$ cat src/rtl/contrast_apply_if.sv
// Pixel stream and per-frame parameter bundle for contrast_apply.
// Handshake: a pixel is transferred on every rising edge where ENABLE is high; the output
// side presents one DATA_OUT per input pixel with OUT_VALID high, and there is no ready/backpressure.
interface contrast_apply_if #(
   parameter int ADC_W = 14,
   parameter int OUT_W = 8
);
   logic             RESET_FRAME;
   logic             ENABLE;
   logic [ADC_W-1:0] DATA_IN;
   logic [ADC_W-1:0] MIN;
   logic [ADC_W-1:0] MAX;
   logic [7:0]       MULT_CONTRAST;
   logic [OUT_W-1:0] DATA_OUT;
   logic             OUT_VALID;
   logic [19:0]      SAT_COUNT;
   logic             PARAM_BYPASS;
   logic             LOAD_PEND;

   modport master (
      output RESET_FRAME, ENABLE, DATA_IN, MIN, MAX, MULT_CONTRAST,
      input  DATA_OUT, OUT_VALID, SAT_COUNT, PARAM_BYPASS, LOAD_PEND
   );

   modport slave (
      input  RESET_FRAME, ENABLE, DATA_IN, MIN, MAX, MULT_CONTRAST,
      output DATA_OUT, OUT_VALID, SAT_COUNT, PARAM_BYPASS, LOAD_PEND
   );
endinterface

$ cat src/rtl/contrast_apply.sv
// Three-stage per-pixel contrast stretch with two-step per-frame parameter load
// and a saturating per-frame count of clipped pixels.
module contrast_apply #(
   parameter int ADC_W      = 14,
   parameter int OUT_W      = 8,
   parameter int SHIFT      = 4,
   parameter int BYPASS_MSB = 13
) (
   input  logic             CLK100,
   input  logic             RESET,
   contrast_apply_if.slave  bus
);
   localparam int PROD_W = ADC_W + 8;
   localparam int S_W    = PROD_W - SHIFT;
   localparam logic [19:0] SAT_MAX = '1;

   typedef enum logic {LD_IDLE, LD_PEND} ld_state_e;

   ld_state_e        ld_q, ld_d;
   logic [ADC_W-1:0] act_min_q, act_min_d, act_max_q, act_max_d;
   logic [7:0]       act_mult_q, act_mult_d;

   logic [ADC_W-1:0] clamp_c, diff_c;
   logic [ADC_W-1:0] diff1_q;
   logic [7:0]       mult1_q;
   logic [OUT_W-1:0] byp1_q;
   logic             v1_q;

   logic [PROD_W-1:0] prod2_q;
   logic [OUT_W-1:0]  byp2_q;
   logic              mz2_q;
   logic              v2_q;

   logic [S_W-1:0]   s_c;
   logic             sat_c;
   logic [OUT_W-1:0] dout_c;
   logic [19:0]      sat_cnt_q, sat_cnt_d, sat_count_q, sat_count_d, sat_acc_c;
   logic [OUT_W-1:0] dout_q;
   logic             oval_q;
   logic             bypass_q;

   // MULT is taken on the strobe edge; MIN/MAX only become stable one cycle later.
   always_comb begin
      ld_d       = ld_q;
      act_min_d  = act_min_q;
      act_max_d  = act_max_q;
      act_mult_d = act_mult_q;
      if (bus.RESET_FRAME) begin
         act_mult_d = bus.MULT_CONTRAST;
         ld_d       = LD_PEND;
      end else if (ld_q == LD_PEND) begin
         act_min_d = bus.MIN;
         act_max_d = (bus.MAX < bus.MIN) ? bus.MIN : bus.MAX;
         ld_d      = LD_IDLE;
      end
   end

   always_comb begin
      clamp_c = bus.DATA_IN;
      if (bus.DATA_IN < act_min_q)      clamp_c = act_min_q;
      else if (bus.DATA_IN > act_max_q) clamp_c = act_max_q;
      diff_c = clamp_c - act_min_q;
   end

   // Output stage: bypass pixels never count as saturated.
   always_comb begin
      s_c    = prod2_q[PROD_W-1:SHIFT];
      sat_c  = v2_q && !mz2_q && (|s_c[S_W-1:OUT_W]);
      dout_c = s_c[OUT_W-1:0];
      if (mz2_q)      dout_c = byp2_q;
      else if (sat_c) dout_c = '1;
      sat_acc_c = sat_cnt_q;
      if (sat_c && (sat_cnt_q != SAT_MAX)) sat_acc_c = sat_cnt_q + 20'd1;
      sat_cnt_d   = sat_acc_c;
      sat_count_d = sat_count_q;
      if (bus.RESET_FRAME) begin
         sat_count_d = sat_acc_c;
         sat_cnt_d   = {19'd0, sat_c};
      end
   end

   always_ff @(posedge CLK100) begin
      if (RESET) begin
         ld_q        <= LD_IDLE;
         act_min_q   <= '0;
         act_max_q   <= '1;
         act_mult_q  <= '0;
         diff1_q     <= '0;
         mult1_q     <= '0;
         byp1_q      <= '0;
         v1_q        <= 1'b0;
         prod2_q     <= '0;
         byp2_q      <= '0;
         mz2_q       <= 1'b1;
         v2_q        <= 1'b0;
         dout_q      <= '0;
         oval_q      <= 1'b0;
         sat_cnt_q   <= '0;
         sat_count_q <= '0;
         bypass_q    <= 1'b1;
      end else begin
         ld_q        <= ld_d;
         act_min_q   <= act_min_d;
         act_max_q   <= act_max_d;
         act_mult_q  <= act_mult_d;
         v1_q        <= bus.ENABLE;
         v2_q        <= v1_q;
         oval_q      <= v2_q;
         sat_cnt_q   <= sat_cnt_d;
         sat_count_q <= sat_count_d;
         bypass_q    <= (act_mult_d == 8'd0);
         // Each pixel carries its own multiplier so a reload never alters in-flight pixels.
         if (bus.ENABLE) begin
            diff1_q <= diff_c;
            mult1_q <= act_mult_q;
            byp1_q  <= bus.DATA_IN[BYPASS_MSB -: OUT_W];
         end
         if (v1_q) begin
            prod2_q <= PROD_W'(diff1_q) * PROD_W'(mult1_q);
            byp2_q  <= byp1_q;
            mz2_q   <= (mult1_q == 8'd0);
         end
         if (v2_q) dout_q <= dout_c;
      end
   end

   assign bus.DATA_OUT     = dout_q;
   assign bus.OUT_VALID    = oval_q;
   assign bus.SAT_COUNT    = sat_count_q;
   assign bus.PARAM_BYPASS = bypass_q;
   assign bus.LOAD_PEND    = (ld_q == LD_PEND);
endmodule

$ cat src/flat_wrapper.sv
// flat-port wrapper written by rule: the top's interface ports become plain ports
module contrast_apply_flat 
#(
   parameter int ADC_W      = 14,
   parameter int OUT_W      = 8,
   parameter int SHIFT      = 4,
   parameter int BYPASS_MSB = 13
)
  (CLK100, RESET, bus_RESET_FRAME, bus_ENABLE, bus_DATA_IN, bus_MIN, bus_MAX, bus_MULT_CONTRAST, bus_DATA_OUT, bus_OUT_VALID, bus_SAT_COUNT, bus_PARAM_BYPASS, bus_LOAD_PEND);
  contrast_apply_if #(.ADC_W(ADC_W), .OUT_W(OUT_W)) bus_i ();
  input  logic CLK100;
  input  logic RESET;
  input wire logic [$bits(bus_i.RESET_FRAME)-1:0] bus_RESET_FRAME;
  input wire logic [$bits(bus_i.ENABLE)-1:0] bus_ENABLE;
  input wire logic [$bits(bus_i.DATA_IN)-1:0] bus_DATA_IN;
  input wire logic [$bits(bus_i.MIN)-1:0] bus_MIN;
  input wire logic [$bits(bus_i.MAX)-1:0] bus_MAX;
  input wire logic [$bits(bus_i.MULT_CONTRAST)-1:0] bus_MULT_CONTRAST;
  output wire logic [$bits(bus_i.DATA_OUT)-1:0] bus_DATA_OUT;
  output wire logic [$bits(bus_i.OUT_VALID)-1:0] bus_OUT_VALID;
  output wire logic [$bits(bus_i.SAT_COUNT)-1:0] bus_SAT_COUNT;
  output wire logic [$bits(bus_i.PARAM_BYPASS)-1:0] bus_PARAM_BYPASS;
  output wire logic [$bits(bus_i.LOAD_PEND)-1:0] bus_LOAD_PEND;
  assign bus_i.RESET_FRAME = bus_RESET_FRAME;
  assign bus_i.ENABLE = bus_ENABLE;
  assign bus_i.DATA_IN = bus_DATA_IN;
  assign bus_i.MIN = bus_MIN;
  assign bus_i.MAX = bus_MAX;
  assign bus_i.MULT_CONTRAST = bus_MULT_CONTRAST;
  assign bus_DATA_OUT = bus_i.DATA_OUT;
  assign bus_OUT_VALID = bus_i.OUT_VALID;
  assign bus_SAT_COUNT = bus_i.SAT_COUNT;
  assign bus_PARAM_BYPASS = bus_i.PARAM_BYPASS;
  assign bus_LOAD_PEND = bus_i.LOAD_PEND;
  contrast_apply #(.ADC_W(ADC_W), .OUT_W(OUT_W), .SHIFT(SHIFT), .BYPASS_MSB(BYPASS_MSB)) u_core (.CLK100(CLK100), .RESET(RESET), .bus(bus_i));
endmodule
$ cat config.mk
export PLATFORM = sky130hd
export DESIGN_NAME = contrast_apply_flat
export DESIGN_NICKNAME = d
export VERILOG_FILES = /design/src/rtl/contrast_apply_if.sv /design/src/rtl/contrast_apply.sv /design/src/flat_wrapper.sv
export SDC_FILE = /design/constraint.sdc
export NUM_CORES = 1
export LEC_CHECK = 0
export BUFFER_PORTS_ARGS = -buffer_cell sky130_fd_sc_hd__buf_2
export CORE_ASPECT_RATIO = 0.9
export CORE_UTILIZATION = 45
export CTS_CLUSTER_SIZE = 24
export DETAILED_ROUTE_END_ITERATION = 6
export GPL_TIMING_DRIVEN = 0
export SLEW_MARGIN = 10
export SYNTH_ARGS = -nofsm -noshare
export SYNTH_HDL_FRONTEND = slang
export SYNTH_SLANG_ARGS = --single-unit
$ cat constraint.sdc
create_clock -name CLK100 -period 6.9 [get_ports CLK100]
set_clock_uncertainty 0.05 [all_clocks]
set_input_delay 1.035 -clock CLK100 [delete_from_list [all_inputs] [get_ports CLK100]]
set_output_delay 1.035 -clock CLK100 [all_outputs]
set_load 0.05 [all_outputs]
==> flow_summary.json <==
{
  "endpoint_kind": "flip-flop",
  "routed_wl_mm": 28.8,
  "place_congestion": 0.895,
  "powerDensity_nw_per_um2": 187,
  "numCtsBuffers": 17,
  "die_w_um": 167,
  "synth-simple-area-share_pct": 19.8,
  "crit_type": "reg2reg",
  "antenna_cells": 0,
  "layout.nets": 1604,
  "fin_total_pwr_mw": 2.32,
  "synth.cell_area_um2": 11000,
  "clkSinkCount": 146,
  "timing.rr.end": "u_core.prod2_q[20]",
  "wl_per_cell_um": 16.9,
  "die_h_um": 151,
  "synth-seq-cells": 146,
  "rsz0062_at_grt": "no",
  "synth_common_cells": "146 x dfxtp_1, 133 x inv_1, 109 x nor2_1",
  "cts_setup_buffers": 0,
  "synth-xor-area-share_pct": 3.10,
  "path_cells": "clkbuf_1, nand2_1, fa_1, fa_1, inv_1, fa_1, inv_1, fa_1, inv_1, ha_1, a21oi_1, a21boi_0, a21boi_1, o221a_2, a2bb2oi_1, a31o_1, a221o_1",
  "detailedPlacementHpwl_mm": 23.0,
  "grt_start_max_net_pins": 19,
  "finalMaxSlewViolations": 0,
  "ff2ff_path_depth": 17,
  "worstSetupEndpoint": "u_core.prod2_q[20]",
  "worst_path_largest_cell_delay_ns": 0.61,
  "peakVddDrop_mv": 0.190,
  "synth.area.mux_share_pct": 5.90,
  "dr.pass1.iters": 5,
  "cts_resized": 0,
  "min_path_type": "reg2reg",
  "maxSlewHeadroom_pct": 40.2,
  "crit_top_cell": "fa_1",
  "synth_top_area_cell": "dfxtp_1",
  "cp_num_cells": 17,
  "yosys_warnings": 0,
  "cp_slowest_cell": "dfxtp_1",
  "synth_flop_cell": "dfxtp_1",
  "crit_start": "u_core.mult1_q[2]",
  "path_buf_inv": 4,
  "synth_compound_area_share_pct": 14.3,
  "timing.final.crit_share_pct": 78.9,
  "grt_use_total_pct": 24.3,
  "vias": 9036,
  "maxCapViolCount": 0,
  "setup_viol": 0,
  "drt_iter0_markers": 447,
  "setup_tns_ns": 0,
  "htree_levels": 4,
  "synthMostInstantiatedCell": "dfxtp_1",
  "syn_nets": 1503,
  "yosysTopAreaCellShare_pct": 26.5,
  "cp_data_required_time_ns": 7.17,
  "vias_per_cell": 5.32,
  "arrival_ns": 5.71,
  "cts_max_path_buffers": 2,
  "antenna_found_initial": 0,
  "portBuffers": 82,
  "grt_first_pass_wirelength_mm": 47.9,
  "route.detailed.drc": 0,
  "die_area_um2": 25200,
  "start_kind": "flip-flop",
  "ys_seq_area_share_pct": 26.5,
  "cp_top_family": "adder cells",
  "dpl_cell_area_um2": 11800,
  "synth_top_family_by_area": "adder cells",
  "r2r_slack_ns": 1.45,
  "syn_inst": 1283,
  "cts_tree": "built",
  "tightestPinTransition_ns": 0.896,
  "synth_fa_ha_area_share_pct": 23.8,
  "syn_area_per_cell_um2": 8.60,
  "antenna_left": 0,
  "status": "finished, final reports clean",
  "grt_pass1_vias": 9157,
  "clkTransAtPathRegs_ns": 0.07,
  "synthTopCellsByArea": "dfxtp_1 26%, fa_1 13%, ha_1 11%, mux2i_1 5.9%, and2_1 5.0%",
  "crit_fanout": 10,
  "fmax_ghz": 0.184,
  "ys_types": 60,
  "rows": 53,
  "clk_latency_ns": 0.44,
  "fin_crit_ns": 5.45,
  "synth_edf_count": 0,
  "start_util_pct": 46.5,
  "finish.instance_area_um2": 12400,
  "drive_gt1_share_pct": 8.88,
  "synthArstFlopShare_pct": 0,
  "utilization_pct": 52.4,
  "io_pins": 85,
  "core_um2": 23700,
  "r2r-start": "u_core.mult1_q[2]",
  "hold_viol": 0,
  "grt_overflow": 0,
  "areaGrowthSynthToFinish_pct": 12.7,
  "p_leak_nw": 5.58,
  "cts_hold_buf": 0,
  "root_buffer": "clkbuf_16"
}
[where the power goes]
part / switching [mW] / internal, mW / total (mW)
Combinational: 0.275 / 0.175 / 0.450
Sequential: 0.0622 / 0.883 / 0.945
Clock: 0.435 / 0.493 / 0.928
[kinds of logic (layout without fill, tap and decap cells)]
| family | count (synthesis) | count (layout) |
|---|---|---|
| buf+inv | 194 | 308 |
| fa+ha+maj | 166 | 166 |
| simple gates | 436 | 436 |
| flops | 146 | 146 |
| mux | 65 | 65 |
| xor+xnor | 39 | 39 |
| compound gates | 237 | 237 |
[metrics by stage]
step                      hold slack [ns]  instances  worst slack, ns
after CTS                           0.399       1699             1.46
after global placement              0.384       1667             1.14
after global routing                0.428       1699             1.17
final                               0.401       1699             1.45
after detailed placement            0.391       1667             1.15
after floorplan                     0.375       1283             1.95
[worst min-delay path: cells and delay by family (launching register included)]
| family | cells | cell delay [ns] |
|---|---|---|
| and+or+nand+nor | 1 | 0.05 |
| DFF | 1 | 0.31 |
| AOI/OAI and AO/OA | 1 | 0.05 |
[layer usage]
metal | vias to the layer above | global-route usage [%] | share of wire, %
met5 | - | 0 | 0
met2 | 175 | 37.9 | 43
met1 | 4250 | 34.6 | 51
met4 | 0 | 6.81 | 1.5
li1 | 4580 | - | -
met3 | 31 | 4.10 | 3.9
[registers in the layout, indices dropped and copies added, names as in the netlist, 8 cells and up]
signal,flops
u_core.act_min_q,14
u_core.act_mult_q,8
u_core.byp1_q,8
u_core.mult1_q,8
u_core.act_max_q,14
u_core.prod2_q,18
u_core.byp2_q,8
u_core.bus.SAT_COUNT,20
u_core.bus.DATA_OUT,8
u_core.diff1_q,14
u_core.sat_cnt_q,20
[how the worst min path moves through the flow]
stage | startpoint | to | slack (ns) | cells after the start
global route | u_core.prod2_q[16] | u_core.prod2_q[16] | 0.43 | 2
global placement | u_core.prod2_q[14] | u_core.prod2_q[14] | 0.38 | 2
CTS | u_core.prod2_q[14] | u_core.prod2_q[14] | 0.40 | 2
floorplan | u_core.prod2_q[14] | u_core.prod2_q[14] | 0.38 | 2
detailed placement | u_core.prod2_q[14] | u_core.prod2_q[14] | 0.39 | 2
finish | u_core.prod2_q[14] | u_core.prod2_q[14] | 0.40 | 2
[cell type report]
class / count / area [µm²]
Fill cell: 2345 / 11300
Multi-Input combinational cell: 943 / 7380
Sequential cell: 146 / 2920
Inverter: 133 / 499
Clock buffer: 17 / 425
Timing Repair Buffer: 82 / 410
Tap cell: 302 / 378
Buffer: 61 / 230
Clock inverter: 15 / 184
[cells in the final DEF (no fill, tap or decap), drive strengths merged, types with 4 or more instances in the layout]
cell type	count
a211o	5
a211oi	52
a21boi	4
a21o	18
a21oi	59
and2	88
and4	6
buf	95
clkbuf	65
clkinv	7
dfxtp	146
fa	73
ha	93
inv	141
mux2i	65
nand2	100
nand2b	14
nand3	14
nand3b	7
nand4	12
nor2	109
nor2b	8
nor3	38
nor4	10
o211ai	5
o21a	15
o21ai	43
o21bai	5
o22ai	5
or3	16
xnor2	19
xor2	20
Power figures use the tool's default switching activity.
